<file path="config.mk">
export PLATFORM = sky130hd
export DESIGN_NAME = branch_resolve_unit
export DESIGN_NICKNAME = d
export VERILOG_FILES = /design/src/rtl/branch_resolve_unit.sv
export SDC_FILE = /design/constraint.sdc
export NUM_CORES = 1
export LEC_CHECK = 0
export ABC_AREA = 1
export CAP_MARGIN = 20
export CELL_PAD_IN_SITES_DETAIL_PLACEMENT = 1
export CELL_PAD_IN_SITES_GLOBAL_PLACEMENT = 2
export CORE_UTILIZATION = 31
export CTS_CLUSTER_DIAMETER = 30
export CTS_CLUSTER_SIZE = 16
export DETAILED_ROUTE_END_ITERATION = 8
export PLACE_DENSITY = 0.87
export REMOVE_ABC_BUFFERS = 1
export SLEW_MARGIN = 30
export SYNTH_ARGS = -nofsm -noshare
export SYNTH_HDL_FRONTEND = slang
export SYNTH_SLANG_ARGS = --single-unit
</file>
<file path="constraint.sdc">
create_clock -name clk -period 3.68 [get_ports clk]
set_input_delay 1.104 -clock clk [delete_from_list [all_inputs] [get_ports clk]]
set_output_delay 1.104 -clock clk [all_outputs]
set_load 0.1 [all_outputs]
</file>
<file path="src/rtl/branch_resolve_unit.sv">
// Tracks in-flight BTB predictions in fetch order, resolves the oldest against the WB outcome,
// flushes with the corrected PC on a mispredict and sends BTB update requests over valid/ready.
module branch_resolve_unit #(
   parameter int DEPTH = 4,
   parameter int WIDTH = 16
) (
   input  logic             clk,
   input  logic             reset,
   input  logic             pred_valid,
   input  logic [WIDTH-1:0] pred_pc,
   input  logic             pred_taken,
   input  logic [WIDTH-1:0] pred_target,
   output logic             pred_ready,
   input  logic             res_valid,
   input  logic             res_is_branch,
   input  logic             res_taken,
   input  logic [WIDTH-1:0] res_target,
   output logic             flush,
   output logic [WIDTH-1:0] redirect_pc,
   output logic             btb_wr_valid,
   input  logic             btb_wr_ready,
   output logic [WIDTH-1:0] btb_wr_pc,
   output logic [WIDTH-1:0] btb_wr_target,
   output logic             btb_wr_invalidate,
   output logic             wr_drop,
   output logic             err_underflow,
   output logic [15:0]      mispredict_count
);

   localparam int PTR_W = $clog2(DEPTH);
   localparam logic [PTR_W:0] OCC_FULL = (PTR_W+1)'(DEPTH);

   typedef enum logic {IDLE, PEND} btb_state_t;

   logic [WIDTH-1:0] q_pc     [DEPTH];
   logic             q_taken  [DEPTH];
   logic [WIDTH-1:0] q_target [DEPTH];
   logic [PTR_W-1:0] head, tail;
   logic [PTR_W:0]   occ;

   logic             enq, pop, mispredict;
   logic             req_alloc, req_inv, new_req;
   logic [WIDTH-1:0] h_pc, h_target, correct_pc, req_target;
   logic             h_taken;
   btb_state_t       state, state_next;

   assign pred_ready = (occ < OCC_FULL);
   assign h_pc       = q_pc[head];
   assign h_taken    = q_taken[head];
   assign h_target   = q_target[head];

   // Resolution of the head record and the BTB correction it implies.
   always_comb begin
      enq        = pred_valid && pred_ready;
      pop        = res_valid && (occ != '0);
      mispredict = 1'b0;
      req_alloc  = 1'b0;
      req_inv    = 1'b0;
      correct_pc = h_pc + WIDTH'(2);
      req_target = h_target;
      if (pop) begin
         if (res_is_branch)
            mispredict = (h_taken != res_taken) || (res_taken && (h_target != res_target));
         else
            mispredict = h_taken;
         if (res_is_branch && res_taken)
            correct_pc = res_target;
         req_alloc = res_is_branch && res_taken && (!h_taken || (h_target != res_target));
         req_inv   = h_taken && (!res_is_branch || !res_taken);
         if (req_alloc)
            req_target = res_target;
      end
      new_req = req_alloc || req_inv;
   end

   always_ff @(posedge clk) begin
      if (enq && !mispredict) begin
         q_pc[tail]     <= pred_pc;
         q_taken[tail]  <= pred_taken;
         q_target[tail] <= pred_target;
      end
   end

   // A mispredict empties the queue and drops any record fetched down the wrong path.
   always_ff @(posedge clk) begin
      if (reset || mispredict) begin
         head <= '0;
         tail <= '0;
         occ  <= '0;
      end else begin
         if (enq)
            tail <= tail + PTR_W'(1);
         if (pop)
            head <= head + PTR_W'(1);
         if (enq && !pop)
            occ <= occ + (PTR_W+1)'(1);
         else if (!enq && pop)
            occ <= occ - (PTR_W+1)'(1);
      end
   end

   always_ff @(posedge clk) begin
      if (reset) begin
         flush            <= 1'b0;
         redirect_pc      <= '0;
         mispredict_count <= '0;
         err_underflow    <= 1'b0;
      end else begin
         flush <= mispredict;
         if (mispredict) begin
            redirect_pc <= correct_pc;
            if (mispredict_count != 16'hFFFF)
               mispredict_count <= mispredict_count + 16'd1;
         end
         if (res_valid && (occ == '0))
            err_underflow <= 1'b1;
      end
   end

   always_ff @(posedge clk) begin
      if (reset)
         state <= IDLE;
      else
         state <= state_next;
   end

   always_comb begin
      state_next = state;
      case (state)
         IDLE: if (new_req) state_next = PEND;
         PEND: if (!new_req && btb_wr_ready) state_next = IDLE;
         default: state_next = IDLE;
      endcase
   end

   always_comb begin
      btb_wr_valid = (state == PEND);
   end

   // The newest request always wins; an unaccepted older one is reported as dropped.
   always_ff @(posedge clk) begin
      if (reset) begin
         btb_wr_pc         <= '0;
         btb_wr_target     <= '0;
         btb_wr_invalidate <= 1'b0;
         wr_drop           <= 1'b0;
      end else begin
         wr_drop <= new_req && (state == PEND) && !btb_wr_ready;
         if (new_req) begin
            btb_wr_pc         <= h_pc;
            btb_wr_target     <= req_target;
            btb_wr_invalidate <= req_inv;
         end
      end
   end

endmodule

</file>
==> impl_metrics.prom, run 1 <==
# TYPE chip_impl_metric gauge
chip_impl_metric{name="antennaDiodeCount",unit=""} 0
chip_impl_metric{name="synth_seq_area_share",unit="%"} 60.87
chip_impl_metric{name="htreeDepth",unit=""} 2
chip_impl_metric{name="critPathArrivalTime",unit="ps"} 3440
chip_impl_metric{name="clkLatencyLatePin",unit="ps"} 580
chip_impl_metric{name="fp-row-count",unit=""} 62
chip_impl_metric{name="syn_to_final_growth",unit="%"} 37.96
chip_impl_metric{name="p_int",unit="mW"} 6.790
chip_impl_metric{name="clk_pin_slew",unit="ps"} 40
chip_impl_metric{name="global_route.usage.met3",unit="%"} 4.551
chip_impl_info{name="run_status",value="completed"} 1
chip_impl_metric{name="route.detailed.wl_per_inst",unit="um"} 18.65
chip_impl_metric{name="final.setup_skew",unit="ps"} 61.82
chip_impl_metric{name="grt_pass1_vias",unit=""} 8162
chip_impl_metric{name="synth_cell_type_count",unit=""} 31
chip_impl_info{name="layout.cells.most_common",value="nand2_1"} 1
chip_impl_info{name="worst-setup-path-type",value="register to register"} 1
chip_impl_metric{name="wirelength",unit="um"} 29330
chip_impl_metric{name="cts_sinks",unit=""} 210
chip_impl_metric{name="regArea",unit="mm2"} 0.005527
chip_impl_metric{name="max-slew-margin-rel",unit="%"} 47.46
chip_impl_metric{name="ctsHoldBuffers",unit=""} 0
chip_impl_metric{name="post_synth_instance_area",unit="mm2"} 0.009077
chip_impl_metric{name="power.net_switching",unit="mW"} 4.190
chip_impl_metric{name="route.detailed.vias_per_inst",unit=""} 4.896
chip_impl_metric{name="period_minus_slack",unit="ps"} 3193
chip_impl_metric{name="number_of_design_rule_violations_left_after_detail_routing",unit=""} 0
chip_impl_metric{name="grt_pass1_wl",unit="um"} 46040
chip_impl_metric{name="post_cts_resized",unit=""} 0
chip_impl_metric{name="globalRouteMet1Util",unit="%"} 25.26
chip_impl_metric{name="detailed_place_hpwl",unit="um"} 19360
chip_impl_metric{name="worst_hold_slack",unit="ps"} 450.4
chip_impl_metric{name="grt_start_max_net_pins",unit=""} 66
chip_impl_metric{name="worstMarginPinSlew",unit="ps"} 781.4
chip_impl_metric{name="multiInputGateArea",unit="mm2"} 0.003146
chip_impl_metric{name="core_region_area",unit="mm2"} 0.02878
chip_impl_info{name="mostFrequentLayoutCells",value="nand2_1 (349), edfxtp_1 (132), nand3_1 (119), buf_4 (92), dfxtp_1 (77)"} 1
chip_impl_metric{name="vdd.ir_drop.worst",unit="uV"} 613.5
chip_impl_metric{name="share_clk_of_total_power",unit="%"} 41.4
chip_impl_metric{name="die_area",unit="mm2"} 0.02997
chip_impl_metric{name="cts.repair_timing.setup_buffer_count",unit=""} 0
chip_impl_metric{name="netlist_instances",unit=""} 984
chip_impl_metric{name="comb_power_share",unit="%"} 30.8
chip_impl_metric{name="final-hold-violation-count",unit=""} 0
chip_impl_metric{name="power_density",unit="mW/mm2"} 876.8
chip_impl_metric{name="place.port_buffers",unit=""} 125
chip_impl_metric{name="report.final.setup_viol",unit=""} 0
chip_impl_metric{name="number_of_nets_in_the_layout",unit=""} 1211
chip_impl_info{name="tritoncts_clock_tree",value="done"} 1
chip_impl_metric{name="timing_max_transition_violations_final",unit=""} 0
chip_impl_metric{name="ys.warnings.count",unit=""} 0
chip_impl_metric{name="fp.dieH",unit="um"} 173.1
chip_impl_metric{name="dr_total_vias",unit=""} 7701
chip_impl_metric{name="leakage",unit="nW"} 5.057
chip_impl_metric{name="place_worst_setup_slack",unit="ps"} 153.6
chip_impl_metric{name="cp.required",unit="ps"} 3930
chip_impl_info{name="grt_busiest_layer",value="met2"} 1
chip_impl_metric{name="cp_max_fo",unit=""} 65
chip_impl_metric{name="antenna_left",unit=""} 0
chip_impl_metric{name="final_replace_weighted_congestion",unit=""} 0.8353
chip_impl_metric{name="global_route.usage.met2",unit="%"} 33.53
chip_impl_info{name="holdCritPathClass",value="register to register"} 1
chip_impl_metric{name="grt_antenna_before_repair",unit=""} 0
chip_impl_metric{name="drc_violation_total_after_the_first_tritonroute_iteration",unit=""} 521
chip_impl_info{name="critical_path.endpoint_type",value="register"} 1
chip_impl_metric{name="synth-seq-cells",unit=""} 210
chip_impl_metric{name="n_fill_cell",unit=""} 3272
chip_impl_metric{name="p_sw_share",unit="%"} 38.16
chip_impl_info{name="grt_setup_unrepaired",value="false"} 1
chip_impl_metric{name="cts_made_buffers",unit=""} 51
chip_impl_metric{name="floorplan.io_pins",unit=""} 126
chip_impl_metric{name="post-route-period-util",unit="%"} 86.78
chip_impl_info{name="root_buffer",value="clkbuf_16"} 1
chip_impl_metric{name="share_seq_of_total_power",unit="%"} 27.8
chip_impl_metric{name="edff_count_synth",unit=""} 132
chip_impl_metric{name="cts-root-to-sink-buffers",unit=""} 3
chip_impl_metric{name="max_clock_freq",unit="GHz"} 0.3131
chip_impl_metric{name="grt_use_total",unit="%"} 19.81
chip_impl_info{name="timing.critical_path.from_type",value="register"} 1
chip_impl_metric{name="post_route_cells_drive_above_1_share",unit="%"} 16.65
chip_impl_info{name="postSynth.topFlopCell",value="edfxtp_1"} 1
chip_impl_metric{name="initial_core_util",unit="%"} 31.54
chip_impl_metric{name="synth_area_per_cell",unit="um2"} 9.225
chip_impl_metric{name="timing.max_cap.violations",unit=""} 0
chip_impl_metric{name="final.setup.worst_slack",unit="ps"} 486.6
chip_impl_metric{name="initial_drt_pass_iterations",unit=""} 4
chip_impl_metric{name="die_x",unit="um"} 173.1
chip_impl_metric{name="synth-async-reset-ratio",unit="%"} 0
chip_impl_metric{name="globalRouteOverflowTotal",unit=""} 0
[registers in the layout, indices dropped and copies added, names as in the netlist, 2 cells and up, named ones only]
register / count
btb_wr_pc: 16
btb_wr_target: 16
q_pc: 64
q_taken: 4
q_target: 64
redirect_pc: 16
occ: 3
head: 2
tail: 2
mispredict_count: 16
[final cells by class]
type | instances | share of cell area, %
Multi-Input combinational cell | 676 | 25.12
Inverter | 54 | 1.619
Sequential cell | 210 | 44.13
Clock buffer | 65 | 11.09
Tap cell | 384 | 3.837
Clock inverter | 30 | 3.177
Timing Repair Buffer | 154 | 11.03
[metrics by stage]
step | utilization (%) | cells | cell area, um2 | TNS [ps] | power [mW]
floorplan | - | 940 | 8833 | -228820 | 5.345
global placement | 37.31 | 1478 | 10740 | 0 | 6.396
detailed placement | 37.31 | 1478 | 10740 | 0 | 6.469
CTS | 43.51 | 1573 | 12520 | 0 | 11.08
global route | 43.51 | 1573 | 12520 | 0 | 11.47
finish | 43.51 | 1573 | 12520 | 0 | 10.98
[power groups by stage]
stage / Combinational, mW / Clock (mW) / Sequential (mW)
global placement: 3.32 / 0 / 3.08
global route: 3.64 / 4.74 / 3.09
finish: 3.38 / 4.55 / 3.06
CTS: 3.42 / 4.60 / 3.06
detailed placement: 3.38 / 0 / 3.09
floorplan: 1.21 / 0 / 4.14
[critical path, cell delays in order (launching register included)]
cell and delay (ps):
dfxtp_2 330, buf_4 620, nand2_1 130, nand3_1 200, nand2_1 100, nand2_1 70
nand2_1 60, nor2_1 110, nand2_1 90, nor2_2 230, nand3_2 100, nand2_1 110
nand2_1 250, nor2_4 220, buf_4 280
[cells by family after synthesis]
| family | count (synthesis) | share of synthesized area [%] |
|---|---|---|
| AOI/OAI and AO/OA | 76 | 4.425 |
| xor gates and xnor gates | 22 | 2.123 |
| adders and majority gates | 8 | 1.185 |
| buffers and inverters | 98 | 4.921 |
| DFF | 210 | 60.87 |
| and+or+nand+nor | 570 | 26.48 |
[synthesized netlist by cell type (all sizes together) (2+ instances only)]
library cell,n,area [um2]
nor3,9,45.04
nand4,25,156.4
clkbuf,14,52.55
ha,7,87.58
nand3,122,625.6
dfxtp,78,1562
nand2,350,1316
o31ai,2,15.01
buf,30,191.4
edfxtp,132,3964
nor3b,2,15.01
xor2,16,140.1
o22ai,2,12.51
nor2,59,226.5
a21oi,23,122.6
o21ai,47,235.2
nor4,2,12.51
inv,54,202.7
xnor2,6,52.55
[path summary, 6_finish.rpt]
check / startpoint / end / slack [ps] / cells past startpoint
worst min-delay path: btb_wr_pc[0] / btb_wr_pc[0] / 450 / 2
worst min register to register: btb_wr_pc[0] / btb_wr_pc[0] / 450 / 2
worst max-delay path: register / q_pc[3][3] / 490 / 14
worst max register to register: register / q_pc[3][3] / 490 / 14
[routing by layer]
layer / wire [um] / part of all wire (%) / up-vias
met5: 0 / 0 / -
met1: 12910 / 44 / 3790
met3: 1774 / 6.0 / 39
met2: 14150 / 48 / 220
met4: 491 / 1.7 / 0
li1: - / - / 3652
(Power assumes the default switching activity.)
==> inputs of run 2 (changes only) <==
--- a/config.mk
+++ b/config.mk
@@ -15,7 +15,7 @@
 export DETAILED_ROUTE_END_ITERATION = 8
 export PLACE_DENSITY = 0.87
 export REMOVE_ABC_BUFFERS = 1
-export SLEW_MARGIN = 30
+export SLEW_MARGIN = 20
 export SYNTH_ARGS = -nofsm -noshare
 export SYNTH_HDL_FRONTEND = slang
 export SYNTH_SLANG_ARGS = --single-unit
==> results of run 2 <==
Same layout as run 1: the final DEF is identical, and so are final timing and power.
==> inputs of run 3 (changes only) <==
--- a/config.mk
+++ b/config.mk
@@ -13,9 +13,9 @@
 export CTS_CLUSTER_DIAMETER = 30
 export CTS_CLUSTER_SIZE = 16
 export DETAILED_ROUTE_END_ITERATION = 8
-export PLACE_DENSITY = 0.87
+export PLACE_DENSITY_LB_ADDON = 0.1
 export REMOVE_ABC_BUFFERS = 1
-export SLEW_MARGIN = 20
+export SLEW_MARGIN = 40
 export SYNTH_ARGS = -nofsm -noshare
 export SYNTH_HDL_FRONTEND = slang
 export SYNTH_SLANG_ARGS = --single-unit
==> run 3 against run 2 <==
Sequential power about the same. Via count is 2.1% lower. Critical endpoint is now q_pc[2][1]. Wire length fell by 0.90%. Highest routed layer unchanged.
==> impl_metrics.prom, run 3 (synthesized netlist as in run 1, its figures left out) <==
# TYPE chip_impl_metric gauge
chip_impl_metric{name="htreeDepth",unit=""} 2
chip_impl_info{name="worstHoldStart",value="btb_wr_target[15]"} 1
chip_impl_metric{name="leakage",unit="nW"} 5.141
chip_impl_metric{name="detailed_place_hpwl",unit="um"} 19500
chip_impl_metric{name="ctsHoldBuffers",unit=""} 0
chip_impl_metric{name="clkLatencyLatePin",unit="ps"} 540
chip_impl_metric{name="floorplan.io_pins",unit=""} 126
chip_impl_info{name="holdCritPathClass",value="register to register"} 1
chip_impl_metric{name="number_of_design_rule_violations_left_after_detail_routing",unit=""} 0
chip_impl_info{name="worst-setup-path-type",value="input port to register"} 1
chip_impl_metric{name="fp-row-count",unit=""} 62
chip_impl_metric{name="wirelength",unit="um"} 29070
chip_impl_metric{name="grt_start_max_net_pins",unit=""} 43
chip_impl_info{name="tritoncts_clock_tree",value="done"} 1
chip_impl_info{name="critical_path.slowest_cell",value="clkdlybuf4s50_1"} 1
chip_impl_metric{name="comb_power_share",unit="%"} 29.9
chip_impl_metric{name="post-route-period-util",unit="%"} 81.56
chip_impl_metric{name="cp.required",unit="ps"} 3900
chip_impl_metric{name="vdd.ir_drop.worst",unit="uV"} 460.5
chip_impl_metric{name="grt_use_total",unit="%"} 19.62
chip_impl_metric{name="share_clk_of_total_power",unit="%"} 43.0
chip_impl_metric{name="finalPower",unit="mW"} 11.25
chip_impl_metric{name="power_density",unit="mW/mm2"} 887.2
chip_impl_metric{name="initial_core_util",unit="%"} 31.54
chip_impl_info{name="biggestRegsByFlops",value="q_pc x64, q_target x64"} 1
chip_impl_info{name="crit_chain",value="clkdlybuf4s50_1, inv_1, nand3_1, nand2_1, nor2_1, nand2_1, nor2_2, nand3_2, nand2_1, nand2_1, nor2_4, buf_12"} 1
chip_impl_metric{name="p_int",unit="mW"} 7.134
chip_impl_info{name="cpLargestDelayFamily",value="simple AND/OR/NAND/NOR gates"} 1
chip_impl_metric{name="cts_made_buffers",unit=""} 54
chip_impl_metric{name="drc_violation_total_after_the_first_tritonroute_iteration",unit=""} 262
chip_impl_metric{name="die_x",unit="um"} 173.1
chip_impl_metric{name="route.detailed.vias_per_inst",unit=""} 4.759
chip_impl_metric{name="post_cts_resized",unit=""} 0
chip_impl_metric{name="cts-root-to-sink-buffers",unit=""} 3
chip_impl_info{name="critical_path.endpoint_type",value="register"} 1
chip_impl_metric{name="max_clock_freq",unit="GHz"} 0.3332
chip_impl_metric{name="antenna_left",unit=""} 0
chip_impl_metric{name="cts.repair_timing.setup_buffer_count",unit=""} 0
chip_impl_metric{name="antennaDiodeCount",unit=""} 0
chip_impl_metric{name="initial_drt_pass_iterations",unit=""} 4
chip_impl_metric{name="syn_to_final_growth",unit="%"} 39.70
chip_impl_metric{name="share_seq_of_total_power",unit="%"} 27.1
chip_impl_metric{name="place.port_buffers",unit=""} 125
chip_impl_info{name="root_buffer",value="clkbuf_16"} 1
chip_impl_metric{name="core_region_area",unit="mm2"} 0.02878
chip_impl_info{name="mostFrequentLayoutCells",value="nand2_1 (349), edfxtp_1 (132), nand3_1 (119), buf_4 (95), dfxtp_1 (77)"} 1
chip_impl_metric{name="final.setup_skew",unit="ps"} 15.67
chip_impl_metric{name="max-slew-margin-rel",unit="%"} 48.14
chip_impl_metric{name="route.detailed.wl_per_inst",unit="um"} 18.35
chip_impl_metric{name="grt_pass1_wl",unit="um"} 45220
chip_impl_metric{name="worstMarginPinSlew",unit="ps"} 771.3
chip_impl_metric{name="final-hold-violation-count",unit=""} 0
chip_impl_info{name="grt_setup_unrepaired",value="false"} 1
chip_impl_metric{name="cts_sinks",unit=""} 210
chip_impl_metric{name="period_minus_slack",unit="ps"} 3001
chip_impl_metric{name="timing.max_cap.violations",unit=""} 0
chip_impl_info{name="run_status",value="completed"} 1
chip_impl_metric{name="clk_pin_slew",unit="ps"} 40
chip_impl_metric{name="timing_max_transition_violations_final",unit=""} 0
chip_impl_metric{name="p_sw_share",unit="%"} 36.60
chip_impl_metric{name="dr_total_vias",unit=""} 7539
chip_impl_metric{name="critPathArrivalTime",unit="ps"} 3220
chip_impl_metric{name="power.net_switching",unit="mW"} 4.117
chip_impl_metric{name="grt_antenna_before_repair",unit=""} 0
chip_impl_metric{name="setup_total_negative_slack",unit="ps"} 0
chip_impl_metric{name="crit_buf_inv",unit=""} 3
chip_impl_info{name="crit_path_frequent_cell",value="nand2_1"} 1
chip_impl_metric{name="final_replace_weighted_congestion",unit=""} 0.7611
chip_impl_metric{name="fp.dieH",unit="um"} 173.1
chip_impl_metric{name="number_of_nets_in_the_layout",unit=""} 1218
chip_impl_metric{name="cp_max_fo",unit=""} 27
chip_impl_metric{name="slowest_delay",unit="ps"} 540
chip_impl_metric{name="report.final.setup_viol",unit=""} 0
chip_impl_metric{name="globalRouteOverflowTotal",unit=""} 0
chip_impl_metric{name="die_area",unit="mm2"} 0.02997
chip_impl_info{name="layout.cells.most_common",value="nand2_1"} 1
chip_impl_metric{name="grt_pass1_vias",unit=""} 7933
chip_impl_info{name="worst_setup_path_startpoint",value="res_target[13]"} 1
chip_impl_metric{name="post_route_cells_drive_above_1_share",unit="%"} 17.58
chip_impl_info{name="timing.critical_path.from_type",value="input port"} 1
-- run 3: cell types whose count changed in the layout (fill, tap and decap cells not counted), sizes merged --
cell and delta:
clkinvlp +1, buf +4, clkinv -3, clkbuf +4, bufinv +3, inv +2
-- run 3: cell type report --
| type | instances | area (um2) |
|---|---|---|
| flip-flops and latches | 210 | 5527 |
| clock buffers | 69 | 1468 |
| well taps | 384 | 480.5 |
| repair buffers | 158 | 1424 |
| fillers | 3268 | 16100 |
| clock inverters | 33 | 434.2 |
| multi-input cells | 676 | 3146 |
| inverters | 54 | 202.7 |
-- run 3: tightest hold or removal path: stages (launching register included) --
cell	delay, ps
dfxtp_1	300
nand2_1	60
nand2_1	40
-- run 3: power groups by stage --
stage                     logic [mW]  registers, mW  clock network (mW)
final                           3.37           3.05                4.84
after global routing            3.65           3.08                5.05
after CTS                       3.43           3.05                4.92
after detailed placement        3.41           3.08                   0
after global placement          3.38           3.08                   0
after floorplan                 1.21           4.14                   0
-- run 3: worst paths after layout --
kind,slack [ps],depth (start not counted),end
max,680,12,q_pc[2][1]
min,450,2,btb_wr_target[15]
max reg2reg,740,14,q_pc[2][1]
min reg2reg,450,2,btb_wr_target[15]
-- run 3: per-layer routing --
| layer | GRT usage [%] | up-vias | part of all wire, % |
|---|---|---|---|
| met5 | 0 | - | 0 |
| li1 | - | 3678 | - |
| met2 | 33.84 | 159 | 49 |
| met4 | 6.158 | 0 | 2.2 |
| met3 | 3.672 | 51 | 4.1 |
| met1 | 24.79 | 3651 | 45 |
-- run 3: stage by stage --
stage	cell area (um2)	setup WS, ps	hold WS, ps	instances	utilization (%)
after floorplan	8833	-1469	478.5	940	-
after global placement	10780	171.3	433.4	1482	37.45
after detailed placement	10780	123.8	435.5	1482	37.45
after CTS	12680	687.9	452.5	1584	44.06
after global routing	12680	529.2	469.0	1584	44.06
final	12680	678.6	449.6	1584	44.06
